$ cat src/rtl/fpu_mult_arbiter.sv
// Round-robin arbiter sharing one multiplier between NUM_REQ requesters.
// One operation in flight: grant, issue, wait for done or timeout, respond.
module fpu_mult_arbiter #(
  parameter int unsigned NUM_REQ    = 4,
  parameter int unsigned DATA_WIDTH = 32,
  parameter int unsigned TIMEOUT    = 63
) (
  input  logic                          clk,
  input  logic                          rst,
  input  logic [NUM_REQ-1:0]            req_valid,
  input  logic [NUM_REQ*DATA_WIDTH-1:0] req_a,
  input  logic [NUM_REQ*DATA_WIDTH-1:0] req_b,
  output logic [NUM_REQ-1:0]            req_ready,
  output logic [NUM_REQ-1:0]            resp_valid,
  output logic [DATA_WIDTH-1:0]         resp_result,
  output logic                          resp_error,
  output logic                          fpu_start,
  output logic [DATA_WIDTH-1:0]         fpu_a,
  output logic [DATA_WIDTH-1:0]         fpu_b,
  input  logic                          fpu_busy,
  input  logic                          fpu_done,
  input  logic [DATA_WIDTH-1:0]         fpu_result,
  output logic                          arb_busy
);

  localparam int unsigned IDX_W = (NUM_REQ > 1) ? $clog2(NUM_REQ) : 1;
  localparam int unsigned CNT_W = $clog2(TIMEOUT + 1);

  typedef enum logic [1:0] {IDLE, ISSUE, WAIT, RESP} state_t;

  state_t                 state, state_d;
  logic [IDX_W-1:0]       ptr, ptr_d;
  logic [IDX_W-1:0]       gidx, gidx_d;
  logic [CNT_W-1:0]       cnt, cnt_d;
  logic [NUM_REQ-1:0]     req_ready_d, resp_valid_d;
  logic [DATA_WIDTH-1:0]  resp_result_d, fpu_a_d, fpu_b_d;
  logic                   resp_error_d, fpu_start_d, arb_busy_d;

  logic                   found_c;
  logic [IDX_W-1:0]       grant_c;
  logic [DATA_WIDTH-1:0]  sel_a_c, sel_b_c;

  // Rotating priority scan starting at ptr, plus operand mux for the winner
  always_comb begin
    int unsigned cand;
    cand    = 0;
    found_c = 1'b0;
    grant_c = '0;
    sel_a_c = '0;
    sel_b_c = '0;
    for (int unsigned k = 0; k < NUM_REQ; k++) begin
      cand = (32'(ptr) + k) % NUM_REQ;
      if (!found_c && req_valid[IDX_W'(cand)]) begin
        found_c = 1'b1;
        grant_c = IDX_W'(cand);
      end
    end
    for (int unsigned k = 0; k < NUM_REQ; k++) begin
      if (grant_c == IDX_W'(k)) begin
        sel_a_c = req_a[k*DATA_WIDTH +: DATA_WIDTH];
        sel_b_c = req_b[k*DATA_WIDTH +: DATA_WIDTH];
      end
    end
  end

  // Next-state and next-output logic; all outputs are registered below
  always_comb begin
    state_d       = state;
    ptr_d         = ptr;
    gidx_d        = gidx;
    cnt_d         = cnt;
    fpu_a_d       = fpu_a;
    fpu_b_d       = fpu_b;
    resp_result_d = resp_result;
    resp_error_d  = resp_error;
    req_ready_d   = '0;
    resp_valid_d  = '0;
    fpu_start_d   = 1'b0;

    case (state)
      IDLE: begin
        if (found_c) begin
          fpu_a_d     = sel_a_c;
          fpu_b_d     = sel_b_c;
          gidx_d      = grant_c;
          req_ready_d = NUM_REQ'(1) << grant_c;
          state_d     = ISSUE;
        end
      end
      ISSUE: begin
        if (!fpu_busy) begin
          fpu_start_d = 1'b1;
          cnt_d       = '0;
          state_d     = WAIT;
        end
      end
      WAIT: begin
        cnt_d = cnt + CNT_W'(1);
        // A done arriving on the timeout cycle still counts as success
        if (fpu_done) begin
          resp_result_d = fpu_result;
          resp_error_d  = 1'b0;
          resp_valid_d  = NUM_REQ'(1) << gidx;
          state_d       = RESP;
        end else if (cnt_d == CNT_W'(TIMEOUT)) begin
          resp_result_d = '0;
          resp_error_d  = 1'b1;
          resp_valid_d  = NUM_REQ'(1) << gidx;
          state_d       = RESP;
        end
      end
      RESP: begin
        ptr_d   = (gidx == IDX_W'(NUM_REQ - 1)) ? '0 : gidx + IDX_W'(1);
        state_d = IDLE;
      end
      default: state_d = IDLE;
    endcase

    arb_busy_d = (state_d != IDLE);
  end

  // State and output registers
  always_ff @(posedge clk) begin
    if (rst) begin
      state       <= IDLE;
      ptr         <= '0;
      gidx        <= '0;
      cnt         <= '0;
      req_ready   <= '0;
      resp_valid  <= '0;
      resp_result <= '0;
      resp_error  <= 1'b0;
      fpu_start   <= 1'b0;
      fpu_a       <= '0;
      fpu_b       <= '0;
      arb_busy    <= 1'b0;
    end else begin
      state       <= state_d;
      ptr         <= ptr_d;
      gidx        <= gidx_d;
      cnt         <= cnt_d;
      req_ready   <= req_ready_d;
      resp_valid  <= resp_valid_d;
      resp_result <= resp_result_d;
      resp_error  <= resp_error_d;
      fpu_start   <= fpu_start_d;
      fpu_a       <= fpu_a_d;
      fpu_b       <= fpu_b_d;
      arb_busy    <= arb_busy_d;
    end
  end

endmodule
$ cat config.mk
export PLATFORM = sky130hd
export DESIGN_NAME = fpu_mult_arbiter
export DESIGN_NICKNAME = d
export VERILOG_FILES = /design/src/rtl/fpu_mult_arbiter.sv
export SDC_FILE = /design/constraint.sdc
export NUM_CORES = 1
export LEC_CHECK = 0
export BUFFER_PORTS_ARGS = -buffer_cell sky130_fd_sc_hd__buf_2
export CAP_MARGIN = 20
export CORE_AREA = 2 2 157 159
export DETAILED_ROUTE_END_ITERATION = 6
export DIE_AREA = 0 0 159 161
export HOLD_SLACK_MARGIN = 0.08
export SYNTH_ARGS = -nofsm -noshare
export SYNTH_HDL_FRONTEND = slang
export SYNTH_SLANG_ARGS = --single-unit
$ cat constraint.sdc
create_clock -name clk -period 2.07 [get_ports clk]
set_input_delay 0.414 -clock clk [delete_from_list [all_inputs] [get_ports clk]]
set_output_delay 0.414 -clock clk [all_outputs]
set_load 0.05 [all_outputs]
== Word-level counts from Yosys, hierarchy flattened ==
Index checks and enable logic that the tools add are counted.

* Input bits: 296
* Output and inout bits: 107
* Word-level logic and storage cells: 92
* Flip-flop bits (word level): 119

* Shifts and indexed selects: 2
* Mux-type cells: 39
* Order comparisons: 4
* Bitwise operators: 4
* Add/sub/neg operators: 5
* Reduce and logical (&&, ||, !) cells: 17
* Equality and inequality tests: 9

{| class="wikitable"
|+ Operator list
! cell !! count
|-
| 2-to-1 mux 32 bit || 10
|-
| 2-to-1 mux 2 bit || 9
|-
| < comparator 2 x 3 -> 1 bit, second input constant || 4
|-
| case mux 6 bit (2 select lines) || 1
|-
| 2-to-1 mux 1 bit || 11
|-
| equality test 2 bit, second input constant || 5
|-
| binary-select mux 1 bit (select 2 bit) || 4
|-
| 2-to-1 mux 4 bit || 2
|-
| case mux 2 bit (4 select lines) || 1
|-
| left shift 1 x 2 -> 4 bit, first input constant || 2
|-
| adder 6 x 1 -> 6 bit, second input constant || 1
|-
| equality test 6 bit, second input constant || 1
|-
| 2-to-1 mux 6 bit || 1
|-
| AND reduction 2 bit || 3
|-
| nonzero test 2 bit || 3
|-
| adder 2 x 1 -> 2 bit, second input constant || 2
|-
| adder 2 bit, second input constant || 2
|-
| equality test 2 x 1 -> 1 bit, second input constant || 2
|-
| logical NOT 2 bit || 2
|-
| inverter 1 bit || 4
|-
| OR reduction 2 bit || 2
|-
| logical AND 1 bit || 3
|-
| logical NOT 1 bit || 3
|-
| OR reduction 3 bit || 1
|-
| != test 2 bit, second input constant || 1
|}

== Depth between registers and ports, before layout ==
Gate-level depths: netlist of run 1.

* Depth in word-level cells: 17
* Gate-level depth with buffers: 8
* Mapped depth without buffers: 6

== Worst setup path before layout of run 1 ==
OpenSTA, ideal clock, no wires.

* Kind: in2reg
* From: in req_valid[2]
* To: reg fpu_a[0]
* Arrival: 1.662 ns
* Required time: 1.942 ns
* Setup slack: 0.281 ns
* Path buffers: 3
* Library setup time: 0.128 ns
* Stages: 8
* Path through: or4_1 buf_2 nand2_4 nor2_2 nand2b_4 buf_8 buf_6 o221ai_2

* Word-level cells in the longest chain between the ends: 17
* Elaborated cells between the ends (all ways): 31
* Those cells by class: eq/ne: 3; mux: 20; reduce/logical: 8

{| class="wikitable"
|+ RTL lines
! item !! line !! source
|-
| start: declaration || 10 || <nowiki>input logic [NUM_REQ-1:0] req_valid,</nowiki>
|-
| binary-select mux 1 bit (select 2 bit) || 53 || <nowiki>if (!found_c && req_valid[IDX_W'(cand)]) begin</nowiki>
|-
| 2-to-1 mux 1 bit (implied by the code) || 53 ||
|-
| 2-to-1 mux 1 bit || 53 ||
|-
| logical NOT 1 bit || 53 ||
|-
| logical AND 1 bit || 53 ||
|-
| 2-to-1 mux 1 bit || 53 ||
|-
| logical NOT 1 bit || 53 ||
|-
| logical AND 1 bit || 53 ||
|-
| 2-to-1 mux 1 bit || 53 ||
|-
| logical NOT 1 bit || 53 ||
|-
| logical AND 1 bit || 53 ||
|-
| 2-to-1 mux 2 bit || 53 ||
|-
| logical NOT 2 bit || 59 || <nowiki>if (grant_c == IDX_W'(k)) begin</nowiki>
|-
| 2-to-1 mux 32 bit (4 in a row) || 59 ||
|-
| end signal: assignment || 147 || <nowiki>fpu_a <= fpu_a_d;</nowiki>
|-
| end: declaration || 18 || <nowiki>output logic [DATA_WIDTH-1:0] fpu_a,</nowiki>
|}

Several ways; a longest one is shown, not always the timed one. The select of a mux whose other input is x is not followed.
A chain may end at the register's enable or synchronous reset.

== Worst setup path in the final report of run 1 ==
* From: reg ptr[1]
* To: reg fpu_b[12]

* Word-level cells in the longest chain between the ends: 17
* Elaborated cells between the ends (all ways): 34
* Those cells by class: add/sub: 3; eq/ne: 3; mux: 20; reduce/logical: 8

{| class="wikitable"
|+ RTL lines
! item !! line !! source
|-
| start: declaration || 32 || <nowiki>logic [IDX_W-1:0] ptr, ptr_d;</nowiki>
|-
| start signal: assignment || 139 || <nowiki>ptr <= ptr_d;</nowiki>
|-
| branches (longest 17 deep; another with adder 2 x 1 -> 2 bit) || - ||
|-
| end signal: assignment || 148 || <nowiki>fpu_b <= fpu_b_d;</nowiki>
|-
| end: declaration || 19 || <nowiki>output logic [DATA_WIDTH-1:0] fpu_b,</nowiki>
|}

Several ways; the timed one is not identified. The select of a mux whose other input is x is not followed.

==> run metrics, run 1 <==
final period utilization 91.41%; fill count approximately 2400; Post-synth EDFFs 0; WHS 197.6 ps; Post-DP HPWL 17370 um; Reg clk slew, reported paths 60 ps; synth-to-layout area growth 48.96%; Leak Pwr 4.540 nW; post-synth top area share between 30% and 40%; worst skew pair latency ~400 ps; CTS max path bufs 2; critical path arrival around 2200 ps; Rel. slew slack between 70% and 80%; postcts setup bufs 0; Critical R2R Launch ptr[1]; post-CTS resize count 0; die height 161 um; cell depth of the worst flop-to-flop path 7; Starting Density between 20% and 30%; area leader, netlist dfxtp_1; antenna violations before repair 0; DIE AREA between 0.02 and 0.03 mm^2; DR WL/cell between 15 and 20 um; cts bufs inserted 17; sequential share of the synthesized area 36.83%; Routability Congestion 0.8133; reg-to-reg slack, setup between 150 and 200 ps; Max Fclk between 500 and 600 MHz; synth unique cells 44; synthesized area per cell 10.22 um^2; die width around 160 um; final wirelength ~23000 um; Async S/R FF share, synth 0%; TritonCTS clock tree done; Crit path required time 2350 ps; cell area after synthesis 0.006467 mm^2; total chip power 7.785 mW; capture point of the critical path fpu_b[12]; count of input and output buffers between 400 and 500; cell with the most instances after synthesis mux2i_1; post-route ant nets 0; synth cell count leaders mux2i_1 (130), dfxtp_1 (119), nand2_1 (104), o221ai_2 (41); Slew Viols, Final 0; status complete, no violations; Reg2Reg Capture Point fpu_b[12]; Max Cap Viol 0; Final Net Count about 1300; DR vias between 6000 and 7000; Total GRT Usage between 15 and 20%; RSZ-0062 raised after global routing false; share of post-route cells with drive strength above 1 between 50% and 60%; final routed DRC violation total 0; VDD IR max 440.3 uV; critical path class reg2reg; first-pass GRT wire length 35580 um; final setup violation count 0; PwrDens approximately 810 mW/mm^2; Setup Skew between 10 and 15 ps; CP Capture Type flip-flop; post-synth net total around 940; Worst Hold Class in2reg; Final min period 1892 ps; drt initial violations 246; largest net degree at the start of global routing 39; setup TNS 0 ps; Hold Crit Start fpu_result[19]; #FFs+latches synth between 100 and 150; Slew @ Worst Pin 328.3 ps; row count 57; Critical Path Start ptr[1]; yosys warns 0; crit start category flip-flop; clock sink count between 100 and 150; vias in the first global route about 6800; total grt overflow 0; Syn Inst Count roughly 630; hold_buf cts 0; Crit Path Max Fanout 21; clk root buf clkbuf_16; vias per inst ~4.8; DRT Pass-1 Iters 6; Synth area leaders dfxtp_1 (37%), mux2i_1 (20%), o221ai_2 (9.5%), nand2_1 (6.0%), a32oi_1 (4.3%); Final Hold Vio Count 0; Ports 403; Main synth FF type dfxtp_1; Antenna Cells 0; Core Region about 0.024 mm^2; htree depth 4
-- sequential cells by signal, indices dropped and copies added, names as in the netlist --
signal	cells
ptr	2
req_ready	4
state	2
cnt	6
resp_valid	4
fpu_start	1
resp_error	1
fpu_b	32
resp_result	32
gidx	2
arb_busy	1
fpu_a	32
-- final cells by class --
cell class | count | area (um^2) | area share, %
multi-input cells | 447 | 3627 | 37.65
repair buffers | 452 | 2587 | 26.86
flip-flops and latches | 119 | 2382 | 24.73
clock buffers | 23 | 488.0 | 5.065
well taps | 324 | 405.4 | 4.208
clock inverters | 9 | 117.6 | 1.221
inverters | 7 | 26.28 | 0.2727
-- cell usage in the layout (no fill, tap or decap), types with 2 or more instances in the layout --
cell	count
nand2b_1	5
bufinv_16	2
ha_1	6
a21oi_1	8
o221ai_1	23
clkinvlp_4	3
nor2_1	15
o211a_1	5
a211oi_1	2
nand3_1	5
clkbuf_8	4
nand2_4	2
clkbuf_1	2
nor2b_1	3
nand2_1	104
nor2_2	3
o211ai_1	32
clkinv_4	4
mux2i_1	130
o21ai_0	2
buf_12	16
buf_2	402
buf_4	34
xnor2_1	3
clkbuf_16	17
a32oi_1	32
o21a_1	3
dfxtp_1	119
nor3_1	8
o221ai_2	41
nand4_1	2
inv_1	6
-- metrics by stage --
step / setup slack, ps / instance area (um^2) / std cells / util [%]
after floorplan: 280.6 / 6467 / 633 / -
after global placement: 16.42 / 9029 / 1349 / 37.68
after detailed placement: -5.915 / 9029 / 1349 / 37.68
after CTS: 177.3 / 9634 / 1381 / 40.20
after global routing: 42.48 / 9634 / 1381 / 40.20
final: 177.8 / 9634 / 1381 / 40.20
-- worst max-delay path, stage by stage, from the launching register on --
cell and delay (ps):
dfxtp_1 360, a21o_1 180, a21oi_1 180, o22a_4 200, buf_12 190, buf_4 260
mux2i_1 240, o221ai_1 130
-- worst min-delay path by stage --
stage / endpoint / slack, ps / cells after the start
6_report: resp_result[19] / 200 / 3
5_1_grt: resp_result[5] / 180 / 3
4_1_cts: resp_result[19] / 180 / 3
3_5_place_dp: fpu_b[18] / 440 / 2
3_3_place_gp: fpu_a[16] / 440 / 2
2_1_floorplan: ptr[1] / 480 / 2
-- power by group --
part	internal [mW]	switching (mW)	leakage, nW	total [mW]
Combinational	0.770	1.37	3.28	2.14
Sequential	2.50	0.123	0.974	2.62
Clock	1.91	1.11	0.286	3.02
Total	5.18	2.60	4.54	7.79
-- layer usage --
metal | part of all wire [%] | up-vias | track usage [%]
met2 | 50 | 262 | 30.49
met5 | 0 | - | 0
met1 | 40 | 3100 | 19.50
li1 | - | 3239 | -
met4 | 1.2 | 0 | 4.835
met3 | 8.9 | 15 | 6.446
-- kinds of logic (layout without fill, tap and decap cells) --
group | count (synthesis) | after routing | synth area share [%]
AND/OR/NAND/NOR | 152 | 152 | 10.04
adder cells (fa/ha/maj) | 6 | 6 | 1.161
XOR/XNOR | 3 | 3 | 0.4063
multiplexers | 131 | 131 | 20.29
flip-flops | 119 | 119 | 36.83
AO/OA/AOI/OAI | 155 | 155 | 23.89
buffers and inverters | 67 | 491 | 7.371
Power figures use the tool's default switching activity.
==> run 2: changes to the inputs <==
Settings changed: CELL_PAD_IN_SITES_DETAIL_PLACEMENT set to 1, CELL_PAD_IN_SITES_GLOBAL_PLACEMENT set to 2, CORE_AREA 2 2 157 159 to unset, CORE_MARGIN set to 2, CORE_UTILIZATION set to 24, DIE_AREA 0 0 159 161 to unset, PLACE_DENSITY_LB_ADDON set to 0.1.
==> run 2 against run 1 <==
Maximum frequency fell by 1.6%. Highest routed layer is now met5. Via count is 1.5% higher. Largest cell class unchanged. Non-clock buffer count increased by 11. Critical path depth did not move.
==> run metrics, run 2 (same netlist as run 1, synthesis figures left out) <==
largest registers fpu_a (32), fpu_b (32), resp_result (32); critical path class reg2reg; worst skew pair latency ~420 ps; most common cell after layout, fill and taps aside buf_2; critical path arrival 2210 ps; DR vias ~6700; Ports around 400; Leak Pwr ~4.6 nW; TritonCTS clock tree done; Max Cap Viol 0; DIE AREA 0.02828 mm^2; crit start category flip-flop; Total GRT Usage between 10% and 20%; VDD IR max between 300 and 400 uV; hold_buf cts 0; Slew @ Worst Pin between 400 and 500 ps; Setup Skew around 13 ps; final setup violation count 0; total chip power roughly 7.8 mW; share of post-route cells with drive strength above 1 51.50%; Slew Viols, Final 0; fin cells approximately 1400; cts bufs inserted 17; PwrDens 804.5 mW/mm^2; Max Fclk just over 500 MHz; final routed DRC violation total 0; clk root buf clkbuf_16; Routability Congestion 0.7594; Setup WS pre-CTS -155.8 ps; DR WL/cell 20.00 um; Rel. slew slack around 70%; final wirelength roughly 28000 um; DRT Pass-1 Iters 5; Crit Path Max Fanout 31; clock sink count around 120; post-route ant nets 0; DP Area about 0.009 mm^2; most frequent cells in the layout buf_2 (402), mux2i_1 (127), dfxtp_1 (119); synth-to-layout area growth 50.26%; row count 60; Post-DP HPWL approximately 22000 um; Final Net Count roughly 1400; antenna violations before repair 8; Reg clk slew, reported paths ~70 ps; CTS max path bufs 2; vias per inst about 4.7; first-pass GRT wire length approximately 42000 um; final period utilization between 90 and 100%; Hold Crit Start fpu_result[21]; Starting Density approximately 24%; CP Capture Type flip-flop; largest net degree at the start of global routing 39; total grt overflow 0; Critical Path Start ptr[0]; Final Hold Vio Count 0; Core Region 0.02673 mm^2; Worst Hold Class in2reg; status complete, no violations; Final min period 1923 ps; Crit path required time roughly 2400 ps; htree depth 4; fin area roughly 0.0097 mm^2; die width ~170 um; Placed Cells 1377; Critical R2R Launch ptr[0]; count of input and output buffers 402; RSZ-0062 raised after global routing false; vias in the first global route ~6800; drt initial violations ~250; postcts setup bufs 0; WHS 198.1 ps; setup ws final 146.7 ps; die height around 170 um
-- run 2: path summary, 6_finish.rpt --
| path | to | slack [ps] | cells after the start |
|---|---|---|---|
| worst max-delay path | fpu_b[2] | 150 | 7 |
| worst min-delay path | resp_result[21] | 200 | 3 |
| worst max register to register | fpu_b[2] | 150 | 7 |
| worst min register to register | fpu_a[0] | 460 | 2 |
-- run 2: cell type report --
cell class,count,area [um^2]
fill,3176,17010
multi-input combinational,447,3638
timing repair buffer,463,2645
sequential,119,2382
clock buffer,18,429.2
tap,341,426.7
clock inverter,14,152.6
inverter,7,26.28
antenna,7,17.52
-- run 2: repair_timing --
item | CTS | global route
setup endpoints to repair | 0 | 3
gates resized for setup | 0 | 3
hold endpoints to repair | 0 | 0
-- run 2: worst max-delay path, stage by stage (launching register included) --
cell and delay, ps:
dfxtp_1 380, nand2b_1 150, nor2b_1 160, o22a_4 220, buf_12 240, mux2i_2 350, buf_4 170, o221ai_1 100
-- run 2: layer usage --
metal | routed length, um | GRT usage [%]
met1 | 11740 | 23.46
met2 | 13870 | 33.08
met3 | 2391 | 7.099
met4 | 284 | 5.097
met5 | 24 | 0
-- run 2: report_power, final --
part	internal, mW	leakage [nW]	switching, mW	total (mW)
clock network	1.78	0.273	1.21	2.99
registers	2.50	0.974	0.112	2.61
logic	0.784	3.32	1.44	2.22
total	5.06	4.57	2.75	7.82
-- run 2: per-stage QoR --
step           setup TNS, ps  utilization [%]
6_report                   0            36.36
5_1_grt                    0            36.33
4_1_cts                    0            36.25
3_5_place_dp          -422.2            34.08
3_3_place_gp          -309.5            34.08
2_1_floorplan              0                -
